$ cat config.mk
export PLATFORM = sky130hd
export DESIGN_NAME = pe_group_dispatcher
export DESIGN_NICKNAME = d
export VERILOG_FILES = /design/src/rtl/pe_group_dispatcher_pkg.sv /design/src/rtl/pe_group_dispatcher_counter.sv /design/src/rtl/pe_group_dispatcher.sv
export SDC_FILE = /design/constraint.sdc
export NUM_CORES = 1
export LEC_CHECK = 0
export CAP_MARGIN = 20
export CORE_AREA = 2 2 109 111
export CTS_CLUSTER_SIZE = 12
export DETAILED_ROUTE_END_ITERATION = 6
export DIE_AREA = 0 0 111 113
export PLACE_DENSITY = 0.7
export SYNTH_ARGS = -nofsm -noshare
export SYNTH_HDL_FRONTEND = slang
export SYNTH_SLANG_ARGS = --single-unit
$ cat constraint.sdc
create_clock -name clk -period 2.9 [get_ports clk]
set_input_delay 0.29 -clock clk [delete_from_list [all_inputs] [get_ports clk]]
set_output_delay 0.29 -clock clk [all_outputs]
set_load 0.02 [all_outputs]
$ cat src/rtl/pe_group_dispatcher_pkg.sv
// Shared types and width helpers for the PE group dispatcher and its counters.
package pe_group_pkg;

    typedef enum logic [1:0] {
        LOAD  = 2'd0,
        ACCUM = 2'd1,
        WAIT  = 2'd2
    } passState_t;

    // Pointer width for a 0..n-1 counter, never narrower than one bit.
    function automatic int ptrWidth(input int n);
        return (n > 1) ? $clog2(n) : 1;
    endfunction

endpackage

$ cat src/rtl/pe_group_dispatcher_counter.sv
// Wrapping 0..MAX-1 pointer; wrap flags the enabled step out of the last slot.
module pe_wrap_counter
    import pe_group_pkg::*;
#(
    parameter  int MAX = 4,
    localparam int CW  = ptrWidth(MAX)
) (
    input  logic          clk,
    input  logic          aclr,
    input  logic          en,
    output logic [CW-1:0] count,
    output logic          wrap
);

    assign wrap = en && (count == CW'(MAX - 1));

    always_ff @(posedge clk or negedge aclr) begin
        if (!aclr) begin
            count <= '0;
        end else if (en) begin
            count <= wrap ? '0 : count + 1'b1;
        end
    end

endmodule

$ cat src/rtl/pe_group_dispatcher.sv
// Steers kernel/image/psum streams onto the edge PEs of a systolic group,
// sequences multi-block accumulation and drains the row accumulators in order.
module pe_group_dispatcher
    import pe_group_pkg::*;
#(
    parameter  int DATA_WIDTH = 32,
    parameter  int K_GROUP    = 4,
    parameter  int O_GROUP    = 4,
    parameter  int MAX_BLOCKS = 16,
    localparam int I_GROUP    = K_GROUP + O_GROUP - 1,
    localparam int KW         = ptrWidth(K_GROUP),
    localparam int IW         = ptrWidth(I_GROUP),
    localparam int OW         = ptrWidth(O_GROUP),
    localparam int BW         = ptrWidth(MAX_BLOCKS + 1)
) (
    input  logic                          clk,
    input  logic                          aclr,
    input  logic [BW-1:0]                 cfg_blocks,
    input  logic                          cfg_psum_ld,
    input  logic                          k_in_valid,
    output logic                          k_in_rdy,
    output logic [K_GROUP-1:0]            k_edge_valid,
    input  logic [K_GROUP-1:0]            k_edge_rdy,
    input  logic                          i_in_valid,
    output logic                          i_in_rdy,
    output logic [I_GROUP-1:0]            i_edge_valid,
    input  logic [I_GROUP-1:0]            i_edge_rdy,
    input  logic                          o_in_valid,
    output logic                          o_in_rdy,
    input  logic [DATA_WIDTH-1:0]         o_in_data,
    output logic [O_GROUP-1:0]            o_edge_valid,
    output logic [DATA_WIDTH-1:0]         o_edge_data,
    input  logic [O_GROUP-1:0]            o_edge_rdy,
    input  logic [O_GROUP-1:0]            acc_valid,
    input  logic [O_GROUP*DATA_WIDTH-1:0] acc_data,
    output logic [O_GROUP-1:0]            acc_rdy,
    output logic                          out_valid,
    input  logic                          out_rdy,
    output logic [DATA_WIDTH-1:0]         out_data,
    output logic                          busy,
    output logic                          pass_done
);

    logic [KW-1:0] kp;
    logic [IW-1:0] ip;
    logic [OW-1:0] op;
    logic [OW-1:0] rp;
    logic          kWrap, iWrap, opWrap, rpWrap;
    logic          kFire, iFire, oFire, rFire;

    passState_t    state, stateNext;
    logic [BW-1:0] ob, obNext, blocksQ, cfgEff, curBlocks;
    logic          psumLdQ, curPsumLd, startBeat, extPhase, injValid;
    logic          wrapPend, passDoneQ, finish;

    assign kFire = k_in_valid && k_edge_rdy[kp];
    assign iFire = i_in_valid && i_edge_rdy[ip];
    assign oFire = injValid && o_edge_rdy[op];
    assign rFire = acc_valid[rp] && out_rdy;

    pe_wrap_counter #(.MAX(K_GROUP)) kCnt (.clk(clk), .aclr(aclr), .en(kFire), .count(kp), .wrap(kWrap));
    pe_wrap_counter #(.MAX(I_GROUP)) iCnt (.clk(clk), .aclr(aclr), .en(iFire), .count(ip), .wrap(iWrap));
    pe_wrap_counter #(.MAX(O_GROUP)) oCnt (.clk(clk), .aclr(aclr), .en(oFire), .count(op), .wrap(opWrap));
    pe_wrap_counter #(.MAX(O_GROUP)) rCnt (.clk(clk), .aclr(aclr), .en(rFire), .count(rp), .wrap(rpWrap));

    assign k_in_rdy = k_edge_rdy[kp];
    assign i_in_rdy = i_edge_rdy[ip];

    genvar gi;
    generate
        for (gi = 0; gi < K_GROUP; gi++) begin : gKEdge
            assign k_edge_valid[gi] = k_in_valid && (kp == KW'(gi));
        end
        for (gi = 0; gi < I_GROUP; gi++) begin : gIEdge
            assign i_edge_valid[gi] = i_in_valid && (ip == IW'(gi));
        end
        for (gi = 0; gi < O_GROUP; gi++) begin : gOEdge
            assign o_edge_valid[gi] = injValid && (op == OW'(gi));
            assign acc_rdy[gi]      = out_rdy && (rp == OW'(gi));
        end
    endgenerate

    assign out_valid = acc_valid[rp];
    assign out_data  = acc_data[rp*DATA_WIDTH +: DATA_WIDTH];

    // Until the first psum of a pass is taken, the live config drives injection.
    always_comb begin
        cfgEff = cfg_blocks;
        if (cfg_blocks == '0) begin
            cfgEff = BW'(1);
        end else if (cfg_blocks > BW'(MAX_BLOCKS)) begin
            cfgEff = BW'(MAX_BLOCKS);
        end
        startBeat = (state == LOAD) && (op == '0);
        curBlocks = startBeat ? cfgEff : blocksQ;
        curPsumLd = startBeat ? cfg_psum_ld : psumLdQ;
        extPhase  = (state == LOAD) && curPsumLd;

        injValid = 1'b0;
        case (state)
            LOAD:    injValid = curPsumLd ? o_in_valid : 1'b1;
            ACCUM:   injValid = 1'b1;
            default: injValid = 1'b0;
        endcase

        o_in_rdy    = extPhase ? o_edge_rdy[op] : 1'b0;
        o_edge_data = extPhase ? o_in_data : '0;

        finish    = (state == WAIT) && (rpWrap || wrapPend);
        stateNext = state;
        obNext    = ob;
        if (finish) begin
            stateNext = LOAD;
            obNext    = '0;
        end else if (opWrap) begin
            obNext    = ob + 1'b1;
            stateNext = ((ob + 1'b1) == curBlocks) ? WAIT : ACCUM;
        end
    end

    always_ff @(posedge clk or negedge aclr) begin
        if (!aclr) begin
            state     <= LOAD;
            ob        <= '0;
            blocksQ   <= BW'(1);
            psumLdQ   <= 1'b1;
            wrapPend  <= 1'b0;
            passDoneQ <= 1'b0;
        end else begin
            state     <= stateNext;
            ob        <= obNext;
            passDoneQ <= finish;
            if (startBeat && oFire) begin
                blocksQ <= cfgEff;
                psumLdQ <= cfg_psum_ld;
            end
            // A drain wrap that lands before WAIT is remembered until WAIT is reached.
            if (finish) begin
                wrapPend <= 1'b0;
            end else if (rpWrap) begin
                wrapPend <= 1'b1;
            end
        end
    end

    assign pass_done = passDoneQ;
    assign busy      = (state != LOAD) || (kp != '0) || (ip != '0) || (op != '0) || (rp != '0);

endmodule

---- Word-level counts from Yosys, hierarchy flattened ----
Cells that the tools add are included.
operators by class
  $add $sub $neg .......................... 5
  $lt $le $gt $ge ......................... 5
  equality and inequality tests ........... 18
  shift-type cells ........................ 1
  muxes and demuxes ....................... 27
  reduce and logical (&&, ||, !) cells .... 49
operators by type and width
  cell                                                         count
  variable part select 128 x 8 -> 32 bit                       1
  two-way mux 32 bit                                           1
  logical AND 1 bit                                            31
  two-way mux 5 bit                                            5
  == test 2 bit (second input constant)                        7
  two-way mux 2 bit                                            6
  nonzero test 2 bit                                           6
  == test 3 bit (second input constant)                        3
  less-than comparator 2 x 3 -> 1 bit (second input constant)  3
  two-way mux 1 bit                                            9
  == test 2 x 1 -> 1 bit (second input constant)               4
  logical NOT 2 bit                                            4
  adder 2 x 1 -> 2 bit (second input constant)                 3
  binary-select mux 1 bit (select 2 bit)                       3
  == test 3 x 2 -> 1 bit (second input constant)               2
  adder 5 x 1 -> 5 bit (second input constant)                 1
  == test 5 bit                                                1
  > comparator 5 bit (second input constant)                   1
  logical NOT 5 bit                                            1
  logical OR 1 bit                                             5
  less-than comparator 3 x 4 -> 1 bit (second input constant)  1
  adder 3 x 1 -> 3 bit (second input constant)                 1
  binary-select mux 1 bit (select 3 bit)                       1
  == test 3 x 1 -> 1 bit (second input constant)               1
  4 further kinds                                              4
storage, ports and cells
  flip-flop bits (word level) ............. 24
  bits of input ports ..................... 191
  output and inout port bits .............. 89
  logic and storage cells ................. 115

---- Longest topological paths before layout ----
Gate-level depths: netlist of run 1.
  word-level depth ........................ 9
  depth in mapped cells ................... 8
  depth with buffers taken out ............ 7

---- Cells and area by module ----
A second synthesis of run 1 with hierarchy kept.
second synthesis, totals
  cell total of the unflattened synthesis .. 239
  area, all modules ....................... 2683.8 um2
by module, submodules not included
  module                       times used  cells an instance  area an instance (um2)  seq. area each (um2)
  pe_group_dispatcher          1           202                2224.6                  377.9
  pe_wrap_counter at kCnt ...  3           7                  96.3                    50.0
  pe_wrap_counter at iCnt      1           16                 170.2                   75.1

---- Worst setup path after synthesis of run 1 ----
Ideal clock, no wire load.
  path kind ............................... reg-to-reg
  start point ............................. reg oCnt.count[0]
  end point ............................... reg state[0]
  library setup time ...................... 126 ps
  arrival time ............................ 2012 ps
  required time ........................... 2774 ps
  slack ................................... 762 ps
  cell stages (with the launch flop) ...... 8
  path buffers ............................ 0
  clock period less this slack ............ 2138 ps
  cells stage by stage .................... dfrtp_1 > inv_1 > ha_1 > nor3b_2 > mux2_4 > o21ai_0 > a41oi_2 > o32a_1
on the way
  word-level cells in the longest chain between the ends .. 8
  elaborated cells on any way between the ends .. 16
  those cells by class .................... eq/ne: 2; mux: 9; reduce/logical: 5
RTL lines
  element                              RTL line                           text
  start, declared                      pe_group_dispatcher_counter.sv:11  output logic [CW-1:0] count,
  start signal, assigned               pe_group_dispatcher_counter.sv:21  count <= wrap ? '0 : count + 1'b1;
  logical NOT 2 bit                    pe_group_dispatcher.sv:94          startBeat = (state == LOAD) && (op == '0);
  logical AND 1 bit                    pe_group_dispatcher.sv:94
  two-way mux 1 bit                    pe_group_dispatcher.sv:96          curPsumLd = startBeat ? cfg_psum_ld : psumLdQ;
  two-way mux 1 bit                    pe_group_dispatcher.sv:101         LOAD: injValid = curPsumLd ? o_in_valid : 1'b1;
  case mux 1 bit (2 select lines)      pe_group_dispatcher.sv:100         case (state)
  logical AND 1 bit                    pe_group_dispatcher.sv:58          assign oFire = injValid && o_edge_rdy[op];
  logical AND 1 bit                    pe_group_dispatcher_counter.sv:15  assign wrap = en && (count == CW'(MAX - 1));
  nonzero test 2 bit (no source line)  -
  end signal, assigned                 pe_group_dispatcher.sv:130         state <= stateNext;
  end, declared                        pe_group_dispatcher.sv:51          passState_t state, stateNext;
Several ways; a longest one is shown, not always the timed one. The select of a mux whose other input is x is not followed.
A chain may end at the register's enable or synchronous reset.

---- Final worst setup path of run 1 ----
  start point ............................. reg oCnt.count[0]
  end point ............................... out o_edge_data[8]
on the way
  word-level cells in the longest chain between the ends .. 5
RTL lines
  element             RTL line                    text
  logical NOT 2 bit   pe_group_dispatcher.sv:94
  logical AND 1 bit   pe_group_dispatcher.sv:94
  two-way mux 1 bit   pe_group_dispatcher.sv:96
  logical AND 1 bit   pe_group_dispatcher.sv:97   extPhase = (state == LOAD) && curPsumLd;
  two-way mux 32 bit  pe_group_dispatcher.sv:107  o_edge_data = extPhase ? o_in_data : '0;
  end, declared       pe_group_dispatcher.sv:32   output logic [DATA_WIDTH-1:0] o_edge_data,
No other way between the ends.

==> flow_summary.ini, run 1 <==
[outcome]
status = completed

[worst_setup_path]
crit_path_end_kind = primary output
critical_path.top_delay_family = buffers and inverters
reg2reg_slack_ns = 0.48
path_class = reg2out
cp_max_fo = 33
crit_required_ns = 2.61
critical_path.max_stage_delay_ns = 0.62
rr_worst_depth = 7
crit_slowest_cell = clkdlybuf4s50_1
critPathLaunch = oCnt.count[0]
arrival_ns = 2.47
cp.depth = 7
start_kind = flip-flop
worstPathCellList = inv_1, ha_1, mux2i_2, nor3_2, buf_4, and2_1, clkdlybuf4s50_1
rr_startpoint = oCnt.count[0]
critPathBufInv = 3

[run]
drv_cap = 0

[clock_tree]
clockBufferDepth = 2
clock_sink_count = 24
clk_latency_ns = 0.26
ctsResizeCount = 0
cts-root-buf = clkbuf_16
tritoncts = done
ctsHoldBuffers = 0
ctsHtreeMaxLevel = 1
path_clk_slew_ns = 0.06
post_cts_buffers = 0
numCtsBuffers = 3

[finish]
area_growth_pct = 110
drive_gt1_share_pct = 14.3
layout.cells.non_filler = 670
fin_nets = 736

[timing]
hold_slack_ns = 0.391
drv_slew = 0
slew_headroom_pct = 57.5
worstMarginPinSlew_ns = 0.637
min_period_over_period_pct = 95.2
rsz0062_at_grt = false
clock_skew_ns = 0.00672
final_hold_viol_count = 0
fmax_mhz = 362
setup-tns-final_ns = 0
setup_slack_ns = 0.138
setup_violations = 0
post-route-min-period_ns = 2.76

[logic_synthesis]
yosysTopAreaCell = mux4_2
netlist.area_leader.share_pct = 29.0
synth_seq_area_share_pct = 21.6
yosys_warnings = 0
postSynthAreaPerCell_um2 = 11.2
synth_cell_types = 45
postSynthNetCount = 459
synthTopCellsByArea = mux4_2 29%, dfrtp_1 20%, and2_1 11%
syn_inst = 250
syn_area_um2 = 2790
ys_ff_latch = 24

[place]
dp_slack_ns = 0.405
gp_congestion = 0.874
io_buffers = 279
dp.cells = 665
dp_hpwl_um = 10700

[pwr]
power.ir.vdd_worst_uv = 479
p_leak_nw = 2.26
total_power_mw = 4.39
power_density_nw_per_um2 = 747

[floorplan]
die_w_um = 111
die_y_um = 113
dieArea_um2 = 12500
io_pins = 280
start_util_pct = 24.8
core_um2 = 11300
rows = 39

[routing]
avgRoutedWirePerCell_um = 18.7
drt_iter0_markers = 134
ant_nets = 0
vias = 3122
dr.pass1.iters = 6
drc = 0
routed_wl_um = 12600
vias_per_cell = 4.66

[global_route]
grt_pass1_wl_um = 19100
antenna_found_initial = 1
grt_overflow_total = 0
grt_pass1_vias = 3288
grt_use_total_pct = 19.0
grt_start_max_net_pins = 34

[hold_path]
hold_class = in2async
## area by class of cell
class                   count  area [µm²]
fillers                   998        5400
repair buffers            286        2870
multi-input cells         200        2070
flip-flops and latches     24         604
well taps                 143         179
clock buffers               3        75.1
inverters                  12        45.0
clock inverters             1        30.0
diodes                      1        2.50
## Yosys cell counts, drive strengths merged
library cell / instances
nor2: 9
mux2i: 4
or2: 2
xnor2: 3
nand2: 6
a21oi: 3
o21ai: 5
or3b: 1
o32a: 1
o2bb2ai: 1
and4b: 1
ha: 18
a31oi: 1
mux2: 13
and3: 3
nor2b: 9
and2: 50
nor3: 9
o41ai: 1
or3: 1
dfrtp: 22
nand2b: 3
a41oi: 1
clkbuf: 7
inv: 12
a22o: 2
nand3: 5
xor2: 2
a21o: 4
nand4: 1
o311ai: 1
mux4: 36
buf: 7
o31ai: 2
nor3b: 1
a211oi: 1
dfstp: 2
## report_power, final
| group | internal [mW] | switching, mW |
|---|---|---|
| combinational | 1.81 | 1.50 |
| clock | 0.275 | 0.121 |
| sequential | 0.483 | 0.200 |
## sequential cells by signal, indices dropped and copies added, names as in the netlist
register,cells
blocksQ,5
ob,5
iCnt.count,3
kCnt.count,2
oCnt.count,2
rCnt.count,2
state,2
pass_done,1
psumLdQ,1
wrapPend,1
## metrics by stage
| stage | cell area (µm²) | util (%) |
|---|---|---|
| finish | 5870 | 52.1 |
| global route | 5870 | 52.1 |
| CTS | 5870 | 52.1 |
| detailed placement | 5760 | 51.1 |
| global placement | 5760 | 51.1 |
| floorplan | 2790 | - |
## per-layer routing
metal / vias up / share of wire [%] / GRT usage (%) / wire (µm)
met5: - / 0 / 0 / 0
met4: 0 / 1.4 / 3.42 / 172
met1: 1503 / 39 / 22.6 / 4930
met2: 127 / 52 / 35.3 / 6560
met3: 12 / 7.1 / 4.82 / 889
li1: 1480 / - / - / -
## final timing paths
check,end
worst min register to register,blocksQ[0]
worst max register to register,state[0]
worst max-delay path,o_edge_data[8]
min in group clk,blocksQ[0]
max in group asynchronous,blocksQ[0]
worst min-delay path,oCnt.count[0]
## layout by cell type (no fill, tap or decap), types with 6 or more instances in the layout
master	count
and2_1	49
clkdlybuf4s50_1	279
dfrtp_1	21
ha_1	18
inv_1	12
mux2_2	12
mux4_2	36
nand2_1	6
nor2_1	8
nor2b_1	9
nor3_1	8
## cell families (layout without fill, tap and decap cells)
group	Yosys count	count (layout)	synth area share (%)
muxes	53	53	35.8
xor gates and xnor gates	5	5	1.57
adders and majority gates	18	18	8.06
AOI/OAI and AO/OA	23	23	6.95
other	0	1	0
and+or+nand+nor	101	101	21.3
buffers and inverters	26	302	4.66
DFF	24	24	21.6
Power figures use the tool's default switching activity.
==> run 2, diff against run 1 <==
RECOVER_POWER = 50   (was default)
clock period = 2.6 ns   (was 2.9 ns; I/O delays follow)
==> flow_summary.ini, run 2 (synthesis results as in run 1) <==
[global_route]
grt_overflow_total = 0
grt_use_total_pct = 19.1
grt_pass1_vias = 3254
grt_start_max_net_pins = 34
grt_pass1_wl_um = 19000
antenna_found_initial = 1

[pwr]
total_power_mw = 4.70
switching_power_mw = 2.01
power.ir.vdd_worst_uv = 381
power_density_nw_per_um2 = 811
power_frac_comb_pct = 76.1
intPower_mw = 2.69
p_leak_nw = 2.44
p_sw_share_pct = 42.7
pwr-share-seq_pct = 16.1
pwr-share-clk_pct = 7.8

[timing]
drv_slew = 0
setup-tns-final_ns = 0
final_hold_viol_count = 0
fmax_mhz = 402
min_period_over_period_pct = 95.6
worstMarginPinSlew_ns = 1.34
clock_skew_ns = 0.00353
rsz0062_at_grt = false
post-route-min-period_ns = 2.49
setup_violations = 0
slew_headroom_pct = 10.7

[clock_tree]
cts-root-buf = clkbuf_16
clock_sink_count = 24
ctsHtreeMaxLevel = 1
tritoncts = done
ctsHoldBuffers = 0
path_clk_slew_ns = 0.06
clockBufferDepth = 2
numCtsBuffers = 3
clk_latency_ns = 0.26

[routing]
avgRoutedWirePerCell_um = 18.7
vias_per_cell = 4.68
vias = 3143
routed_wl_um = 12500
drt_iter0_markers = 168
drc = 0
ant_nets = 0
dr.pass1.iters = 4

[floorplan]
rows = 39
die_w_um = 111
die_y_um = 113
dieArea_um2 = 12500
io_pins = 280
core_um2 = 11300
start_util_pct = 24.8

[finish]
post-route-util_pct = 51.4
fill_cells = 1061
drive_gt1_share_pct = 14.2
multi_input_area_um2 = 2060
regArea_um2 = 606
area_growth_pct = 107
reg_top3 = blocksQ (5), ob (5), iCnt.count (3)
mostFrequentLayoutCell = clkdlybuf4s50_1
fin_nets = 737
final_cell_mix = 221 x clkdlybuf4s50_1, 49 x and2_1, 36 x mux4_2

[place]
dp_hpwl_um = 10800
gp_congestion = 0.892
io_buffers = 279

[worst_setup_path]
arrival_ns = 2.23
rr_worst_depth = 7
start_kind = flip-flop
cp_max_fo = 9
path_class = reg2out
crit_required_ns = 2.34
crit_path_end_kind = primary output

[outcome]
status = completed

[run]
drv_cap = 0

[hold_path]
hold_class = reg2reg
whs_path_depth = 1
-- run 2: changes by cell type in the layout (fill, tap and decap cells not counted), moves of 7 or more --
cell,delta
clkdlybuf4s50_1,-58
dlygate4sd2_1,+30
dlygate4sd3_1,+20
clkbuf_1,+7
-- run 2: final cells by class --
class / instances / area share (%)
antenna: 1 / 0.0432
sequential: 24 / 10.5
inverter: 12 / 0.777
multi-input combinational: 200 / 35.6
tap: 143 / 3.09
clock buffer: 4 / 1.53
timing repair buffer: 287 / 48.5
-- run 2: repair_timing --
action                                  in CTS  in global routing
resized for setup                           32                  7
endpoints found under the setup margin      37                  7
buffers inserted                             0                  0
-- run 2: power groups by stage --
stage          logic [mW]  clock network [mW]  registers, mW
2_1_floorplan        2.22                   0          0.672
3_3_place_gp         3.68                   0          0.748
3_5_place_dp         3.71                   0          0.763
4_1_cts              3.69               0.379          0.760
5_1_grt              3.82               0.403          0.788
6_report             3.58               0.368          0.754
-- run 2: metal layers --
layer	global-route usage, %	share of wire [%]	wire, µm
met5	0	0	0
met2	35.6	53	6600
met4	3.17	1.3	162
met1	22.4	39	4880
met3	4.87	7.1	888
-- run 2: worst max-delay path, stage by stage (launching register included) --
cell and delay, ns:
dfrtp_2 0.55, buf_4 0.28, mux4_2 0.54, clkdlybuf4s50_1 0.59
-- run 2: through the flow --
stage / setup slack (ns) / hold slack [ns] / instances / instance area (µm²)
4_1_cts: 0.000439 / 0.379 / 670 / 5840
2_1_floorplan: 0.462 / -0.0356 / 250 / 2790
6_report: 0.115 / 0.509 / 671 / 5790
3_3_place_gp: 0.223 / 0.488 / 666 / 5780
3_5_place_dp: 0.143 / 0.494 / 666 / 5780
5_1_grt: 0.0105 / 0.522 / 670 / 5790
-- run 2: path summary, 6_finish.rpt --
check | slack [ns] | end | start
hold reg to reg | 0.51 | blocksQ[1] | blocksQ[1]
hold / removal | 0.51 | blocksQ[1] | blocksQ[1]
setup / recovery | 0.11 | out_data[10] | rCnt.count[0]
max in group asynchronous | 0.89 | rCnt.count[0] | aclr
setup reg to reg | 0.23 | state[0] | oCnt.count[0]
min in group asynchronous | 0.83 | oCnt.count[1] | aclr
==> run 3, diff against run 2 <==
REMOVE_ABC_BUFFERS = 1   (was default)
SKIP_CTS_REPAIR_TIMING = 1   (was default)
==> flow_summary.ini, run 3 (synthesis results as in run 1) <==
[global_route]
gr-usage-met1_pct = 24.1
use_met2_pct = 37.1
grt_start_max_net_pins = 34
grt_overflow_total = 0
grt_use_total_pct = 21.2
antenna_found_initial = 2
grt_pass1_wl_um = 20500
top_usage_layer = met2
grt_use_met3_pct = 6.70
grt_pass1_vias = 3352

[worst_setup_path]
rr_worst_depth = 8
critical_path.max_stage_delay_ns = 0.64
path_class = reg2out
endpoint = o_edge_valid[3]
rr_startpoint = oCnt.count[0]
start_kind = flip-flop
critical_path.top_delay_family = buffers and inverters
cp.depth = 6
arrival_ns = 2.22
cp_max_fo = 6
cp_common_cell = nor3_1
worstPathCellList = inv_1, ha_1, mux2i_2, nor3_1, nor3_1, clkdlybuf4s50_1
crit_path_end_kind = primary output
r2r-end = state[0]
crit_required_ns = 2.34
critPathBufInv = 2
reg2reg_slack_ns = 0.33
critPathLaunch = oCnt.count[0]
crit_slowest_cell = clkdlybuf4s50_1

[floorplan]
rows = 39
die_w_um = 111
start_util_pct = 24.8
die_y_um = 113
io_pins = 280
core_um2 = 11300
dieArea_um2 = 12500

[timing]
fmax_mhz = 403
setup_violations = 0
final_hold_viol_count = 0
min_period_over_period_pct = 95.5
worstMarginPinSlew_ns = 1.33
drv_slew = 0
clock_skew_ns = 0.00465
rsz0062_at_grt = false
setup-tns-final_ns = 0
slew_headroom_pct = 11.1
post-route-min-period_ns = 2.48

[run]
drv_cap = 0

[place]
gp_congestion = 0.945
dp_hpwl_um = 12000
io_buffers = 279
dp.cells = 666

[finish]
fin_nets = 737
post-route-util_pct = 52.3
fill_cells = 1015
final_cell_mix = 219 x clkdlybuf4s50_1, 48 x and2_1, 36 x mux4_2
reg_top3 = blocksQ (5), ob (5), iCnt.count (3)
drive_gt1_share_pct = 14.4
mostFrequentLayoutCell = clkdlybuf4s50_1
area_growth_pct = 111
layout.cells.non_filler = 672

[routing]
drt_iter0_markers = 152
ant_nets = 0
vias_per_cell = 4.77
drc = 0
dr.pass1.iters = 4
routed_wl_um = 14100
vias = 3203
avgRoutedWirePerCell_um = 20.9

[clock_tree]
path_clk_slew_ns = 0.06
clock_sink_count = 24
cts-root-buf = clkbuf_16
tritoncts = done
clockBufferDepth = 2
clk_latency_ns = 0.26
numCtsBuffers = 3
ctsHtreeMaxLevel = 1

[hold_path]
min_from = blocksQ[0]
hold_class = reg2reg

[pwr]
p_leak_nw = 2.81
power.ir.vdd_worst_uv = 440
power_density_nw_per_um2 = 817
total_power_mw = 4.82

[outcome]
status = completed
run 3: cell count changes in the layout (fill, tap and decap cells not counted), sizes merged:
cell,before,now
diode,1,2
dlygate4sd2,30,0
clkbuf,11,14
clkdlybuf4s50,221,219
dlymetal6s2s,1,29
dlygate4sd3,20,22
buf,8,7
run 3: worst min path at each step:
stage | end | slack [ns] | cells after the start
floorplan | blocksQ[1] | -0.04 | 0
global placement | blocksQ[0] | 0.49 | 2
detailed placement | blocksQ[0] | 0.49 | 2
CTS | ob[4] | 0.37 | 2
global route | blocksQ[1] | 0.54 | 1
finish | blocksQ[0] | 0.50 | 2
run 3: metal layers:
metal | up-vias | routed length (µm)
met5 | - | 0
met4 | 0 | 610
met3 | 29 | 1130
met2 | 146 | 7060
met1 | 1547 | 5250
li1 | 1481 | -
run 3: report_power, final:
| group | internal [mW] | total (mW) | switching, mW |
|---|---|---|---|
| registers | 0.544 | 0.773 | 0.229 |
| clock network | 0.236 | 0.378 | 0.142 |
| logic | 1.94 | 3.67 | 1.72 |
| total | 2.72 | 4.82 | 2.09 |
run 3: worst min-delay path, stage by stage (launching register included):
cell and delay [ns]:
dfstp_2 0.37, o21ai_0 0.06, o41ai_1 0.07
run 3: per-stage QoR:
step                hold WS, ns  cell area, µm²  setup slack, ns
detailed placement        0.488            5790            0.193
CTS                       0.371            5880          -0.0945
global route              0.540            5890           0.0186
finish                    0.502            5890            0.117
floorplan               -0.0356            2710           -0.363
global placement          0.489            5790            0.247
run 3: layout make-up:
cell class,instances,area (µm²),area share [%]
inverters,12,45.0,0.764
multi-input cells,200,2060,35.0
well taps,143,179,3.04
clock buffers,4,88.8,1.51
flip-flops and latches,24,608,10.3
diodes,2,5.00,0.0849
repair buffers,287,2900,49.3
==> edit 1 (config.mk and constraints of run 2) <==
The parameter `MAX_BLOCKS` goes from 16 to 24.
--- a/src/rtl/pe_group_dispatcher.sv
+++ b/src/rtl/pe_group_dispatcher.sv
@@ -6,7 +6,7 @@
     parameter  int DATA_WIDTH = 32,
     parameter  int K_GROUP    = 4,
     parameter  int O_GROUP    = 4,
-    parameter  int MAX_BLOCKS = 16,
+    parameter  int MAX_BLOCKS = 24,
     localparam int I_GROUP    = K_GROUP + O_GROUP - 1,
     localparam int KW         = ptrWidth(K_GROUP),
     localparam int IW         = ptrWidth(I_GROUP),
Formal check against the unedited RTL: no difference found for any inputs over 10 cycles, from zero or initial values; that may be too few to reach the edited logic, so the function may still have changed.
==> edit 1 against run 2 <==
Combinational power decreased by 20%; sequential cell count unchanged; worst setup slack got worse by 85 ps; first-iteration DRC count decreased by 26%; routed wire length decreased by 1.9%; power decreased by 20%; largest power group unchanged; global-route usage decreased by 0.62 points; sequential power decreased by 28%; cell area increased by 0.91%; register-to-register slack improved by 330 ps; area after synthesis decreased by 3.7%; final cell count decreased by 2.1%; clock power decreased by 2%.
==> edit 1: results (changes against run 2) <==
- Flop2flop setup slack: 560 ps (+330 ps)
- Post-synthesis mux area share: 37.4% (+1.5 points)
- Crit-path max cell delay: 610 ps (+20 ps)
- First-pass GRT wire length: 18,300 um (-3.6%)
- Worst Path Arrival: 2310 ps (+80 ps)
- Syn Nets: 447 (-2.6%)
- Clock network area share: 1.52% (-0.014 points)
- Post-CTS Resized: 4 (-88%)
- Seq cells: 24 (unchanged)
- Sequential area share after synthesis: 22.4% (+0.83 points)
- Cells on Worst Hold Path: 2 (+1)
- Worst-Margin Slew: 1270 ps (-66.7 ps)
- Compound-Gate Fraction of Synth Area: 5.44% (-1.5 points)
- Post-DP HPWL: 10,400 um (-3.2%)
- Reg2reg end: state[1]$_DFFE_PN0P_
- Worst Path Max Fanout: 6 (-3)
- Family with the most delay on the worst path: buffers and inverters
- Filler instances: 1,015 (-4.3%)
- Cells after DPL: 652 (-2.1%)
- Vias in the first global route: 3,139 (-3.5%)
- Share of cells above drive strength 1: 13.5% (-0.78 points)
- Bufs w/o clock: 284 (-1.0%)
- Worst Hold End: blocksQ[0]$_DFFE_PN1P_
- Worst R2R Path Depth: 8 (+1)
- Netlist cell types: 38 (-16%)
- Most frequent cells after synthesis: 49 x and2_1, 36 x mux4_2, 22 x dfrtp_1
- Placed Area: 5670 um^2 (-1.9%)
- Vias/cell: 4.57 (-2.5%)
- Post-Syn Instances: 238 (-4.8%)
- Final layout net count: 723 (-1.9%)
- Worst setup endpoint: o_edge_valid[0]
- Status: finished clean
- Switching power: 0.00151 W (-25%)
- FF+latch area: 604 um^2 (-0.21%)
- Synth Area in XOR/XNOR: 2.61% (+1.0 points)
- Largest cells by area after synthesis: mux4_2 30%, dfrtp_1 20%, and2_1 11%, ha_1 8.4%, mux2_2 4.6%
- Gr usage total: 18.4% (-0.62 points)
- Multi-input gate area: 1980 um^2 (-4.0%)
- Worst Setup SP: oCnt.count[0]$_DFFE_PN0P_
- Multi-input gates: 189 (-5.5%)
- Hold path start: blocksQ[0]$_DFFE_PN1P_
- Logic pwr share: 75.9% (-0.2 points)
- Skew final: 3.56 ps (+0.0308 ps)
- Seq pwr share: 14.5% (-1.6 points)
[edit 1: cell count changes after synthesis, sizes merged, moves of 3 or more]
cell    delta
a21boi     +3
clkbuf     -3
mux2i      +3
nand2      +5
nor2b      -7
nor3       -3
o22ai      +3
xor2       +4
[edit 1: per-layer routing]
| metal | vias to the layer above | routed length, um | global-route usage, % |
|---|---|---|---|
| met5 | - | 0 | 0 |
| met1 | 1422 | 4870 | 22.3 |
| li1 | 1423 | - | - |
| met3 | 22 | 855 | 4.55 |
| met2 | 133 | 6200 | 32.3 |
| met4 | 0 | 365 | 6.17 |
[edit 1: metrics by stage]
stage               setup TNS (ps)  hold slack [ps]  util, %  power, W  worst slack, ps
CTS                              0              373     51.1   0.00381             3.04
global placement                 0              468     50.3   0.00341              272
detailed placement               0              476     50.3   0.00343              163
floorplan                        0            -35.6        -   0.00212              694
finish                           0              481     51.9   0.00375             29.7
global route                 -91.9              520     51.9   0.00395            -91.9
==> edit 2 (settings of run 2) <==
Made on the original files. Register the inputs `cfg_blocks` and `cfg_psum_ld` before use, without a reset. The logic sees them one clock later. The other inputs are not delayed to match.
--- a/src/rtl/pe_group_dispatcher.sv
+++ b/src/rtl/pe_group_dispatcher.sv
@@ -40,6 +40,14 @@
     output logic                          busy,
     output logic                          pass_done
 );
+
+    logic [BW-1:0] cfg_blocks_q;
+    logic cfg_psum_ld_q;
+
+    always_ff @(posedge clk) begin
+        cfg_blocks_q  <= cfg_blocks;
+        cfg_psum_ld_q <= cfg_psum_ld;
+    end
 
     logic [KW-1:0] kp;
     logic [IW-1:0] ip;
@@ -85,15 +93,15 @@
 
     // Until the first psum of a pass is taken, the live config drives injection.
     always_comb begin
-        cfgEff = cfg_blocks;
-        if (cfg_blocks == '0) begin
+        cfgEff = cfg_blocks_q;
+        if (cfg_blocks_q == '0) begin
             cfgEff = BW'(1);
-        end else if (cfg_blocks > BW'(MAX_BLOCKS)) begin
+        end else if (cfg_blocks_q > BW'(MAX_BLOCKS)) begin
             cfgEff = BW'(MAX_BLOCKS);
         end
         startBeat = (state == LOAD) && (op == '0);
         curBlocks = startBeat ? cfgEff : blocksQ;
-        curPsumLd = startBeat ? cfg_psum_ld : psumLdQ;
+        curPsumLd = startBeat ? cfg_psum_ld_q : psumLdQ;
         extPhase  = (state == LOAD) && curPsumLd;
 
         injValid = 1'b0;
@@ -132,7 +140,7 @@
             passDoneQ <= finish;
             if (startBeat && oFire) begin
                 blocksQ <= cfgEff;
-                psumLdQ <= cfg_psum_ld;
+                psumLdQ <= cfg_psum_ld_q;
             end
             // A drain wrap that lands before WAIT is remembered until WAIT is reached.
             if (finish) begin
Function: changed (Yosys sat finds a counterexample within 4 cycles, from zero or initial values).
==> edit 2 against run 2 <==
Cell area rose by 4.4%; worst setup slack improved by 48 ps; sequential cell count rose by 6; final cell count rose by 1.9%; core utilization rose by 2.3 points; largest power group unchanged; die area did not move; critical endpoint is now out_data[0]; power rose by 13%; area after synthesis rose by 2.8%; critical path type unchanged; highest routed layer is now met5; routed wire length rose by 7.8%.
==> edit 2: results (changes against run 2) <==
- Status: finished clean
- Int Power: 0.00305 W (+13%)
- Most frequent cells after synthesis: 50 x and2_1, 36 x mux4_2, 22 x dfrtp_1
- Pin count of the biggest net entering global routing: 34 (unchanged)
- Leading register cell type out of synthesis: dfrtp_1
- Cells on Worst Hold Path: 2 (+1)
- Filler instances: 1,004 (-5.4%)
- # Post-CTS Setup Buffers: 0 (unchanged)
- Clock root buffer: clkbuf_16
- Final layout net count: 748 (+1.5%)
- Placed Area: 6000 um^2 (+3.8%)
- Lkg Pwr: 2.72 nW (+11%)
- Synth warn: 0 (unchanged)
- Post-DP HPWL: 11,700 um (+9.2%)
- Largest registers: blocksQ: 5 flops, cfg_blocks_q: 5 flops, ob: 5 flops
- Clock tree buffer depth: 2 (unchanged)
- Cts hold-fix bufs: 0 (unchanged)
- Vias in the first global route: 3,337 (+2.6%)
- Peak VDD IR: 0.651 mV (+71%)
- Worst R2R Path Depth: 7 (unchanged)
- First-pass GRT wire length: 20,000 um (+5.2%)
- Initial DRC count: 117 (-30%)
- Hold_ws: 499 ps (-10.2 ps)
- Syn Nets: 464 (+1.1%)
- Sequential area share after synthesis: 25.2% (+3.6 points)
- # port buffers: 279 (unchanged)
- Gr usage total: 20.8% (+1.7 points)
- Drt wl/cell: 19.8 um (+5.7%)
- Yosys top cell area share: 28.2% (-0.78 points)
- Post-synth ARST share: 80.0% (-20 points)
- TritonRoute pass-1 iters: 4 (unchanged)
- Worst-Skew Late Latency: 270 ps
- Share of cells above drive strength 1: 15.9% (+1.7 points)
- Largest cells by area after synthesis: mux4_2 28%, dfrtp_1 19%, and2_1 11%, ha_1 7.8%, mux2_2 5.1%
- Worst Path Max Fanout: 12 (+3)
- Vias/cell: 4.65 (-0.75%)
- HP Class: reg2reg
- Post-Place Setup Slack: 215 ps (+72.2 ps)
- Flop2flop setup slack: 240 ps
- Worst Path Arrival: 2180 ps (-50 ps)
- Worst slew margin: 12.4% (+1.6 points)
- Clock buffer count from CTS: 5 (+2)
- Initial antenna violation count: 2 (+1)
- H-tree depth: 2 (+1)
- Netlist cell types: 42 (-6.7%)
- Skew final: 3.02 ps (-0.507 ps)
- Min Tclk post-route: 2440 ps (-47.7 ps)
- Reg clk slew, reported paths: 50 ps
- Most common cell after layout, fill and taps aside: clkdlybuf4s50_1
- Routability cong.: 0.916 (+2.6%)
## edit 2: layout make-up
class,count,area (um^2),share of cell area (%)
multi-input combinational,199,2050,33.8
tap,143,179,2.96
clock buffer,7,143,2.36
sequential,30,726,12.0
timing repair buffer,291,2900,48.0
inverter,12,45.0,0.745
antenna,1,2.50,0.0414
clock inverter,1,5.00,0.0827
## edit 2: path summary, 6_finish.rpt
path,startpoint,end
worst max-delay path,rCnt.count[0]$_DFFE_PN0P_,out_data[0]
worst min-delay path,blocksQ[0]$_DFFE_PN1P_,blocksQ[0]$_DFFE_PN1P_
worst max register to register,oCnt.count[0]$_DFFE_PN0P_,state[0]$_DFFE_PN0P_
worst min register to register,blocksQ[0]$_DFFE_PN1P_,blocksQ[0]$_DFFE_PN1P_
max in group asynchronous,aclr,rCnt.count[0]$_DFFE_PN0P_
min in group asynchronous,aclr,blocksQ[2]$_DFFE_PN0P_
## edit 2: metal layers
metal	wire length, um	vias to the layer above	GRT usage [%]
met5	12	-	0
met1	5020	1503	23.4
met2	6500	140	34.4
met3	1780	19	12.2
met4	201	2	4.33
li1	-	1516	-
## edit 2: power by group through the flow
stage | Clock [W] | Combinational (W) | Sequential, W
2_1_floorplan | 0 | 0.00225 | 0.000783
3_3_place_gp | 0 | 0.00407 | 0.000901
3_5_place_dp | 0 | 0.00410 | 0.000912
4_1_cts | 0.000574 | 0.00410 | 0.000907
5_1_grt | 0.000597 | 0.00412 | 0.000945
6_report | 0.000558 | 0.00383 | 0.000903
## edit 2: what timing repair did
action | in CTS | in global routing
hold endpoints to repair | 0 | 0
setup endpoints to repair | 36 | 13
resized for setup | 27 | 13
## edit 2: logic make-up after synthesis
logic type	share of synthesized area (%)
compound gates	5.93
fa+ha+maj	7.85
mux	35.1
simple gates	20.5
xor+xnor	1.53
buf+inv	3.88
flops	25.2
## edit 2: critical path, stage by stage, from the launching register on
cell and delay [ps]:
dfrtp_2 560, buf_4 240, mux4_2 510, clkdlybuf4s50_1 580
## edit 2: stage by stage
step           util (%)  power (W)  instances
2_1_floorplan         -    0.00303        255
3_3_place_gp       53.2    0.00497        675
3_5_place_dp       53.2    0.00501        675
4_1_cts            54.3    0.00558        683
5_1_grt            53.7    0.00566        684
6_report           53.7    0.00529        684
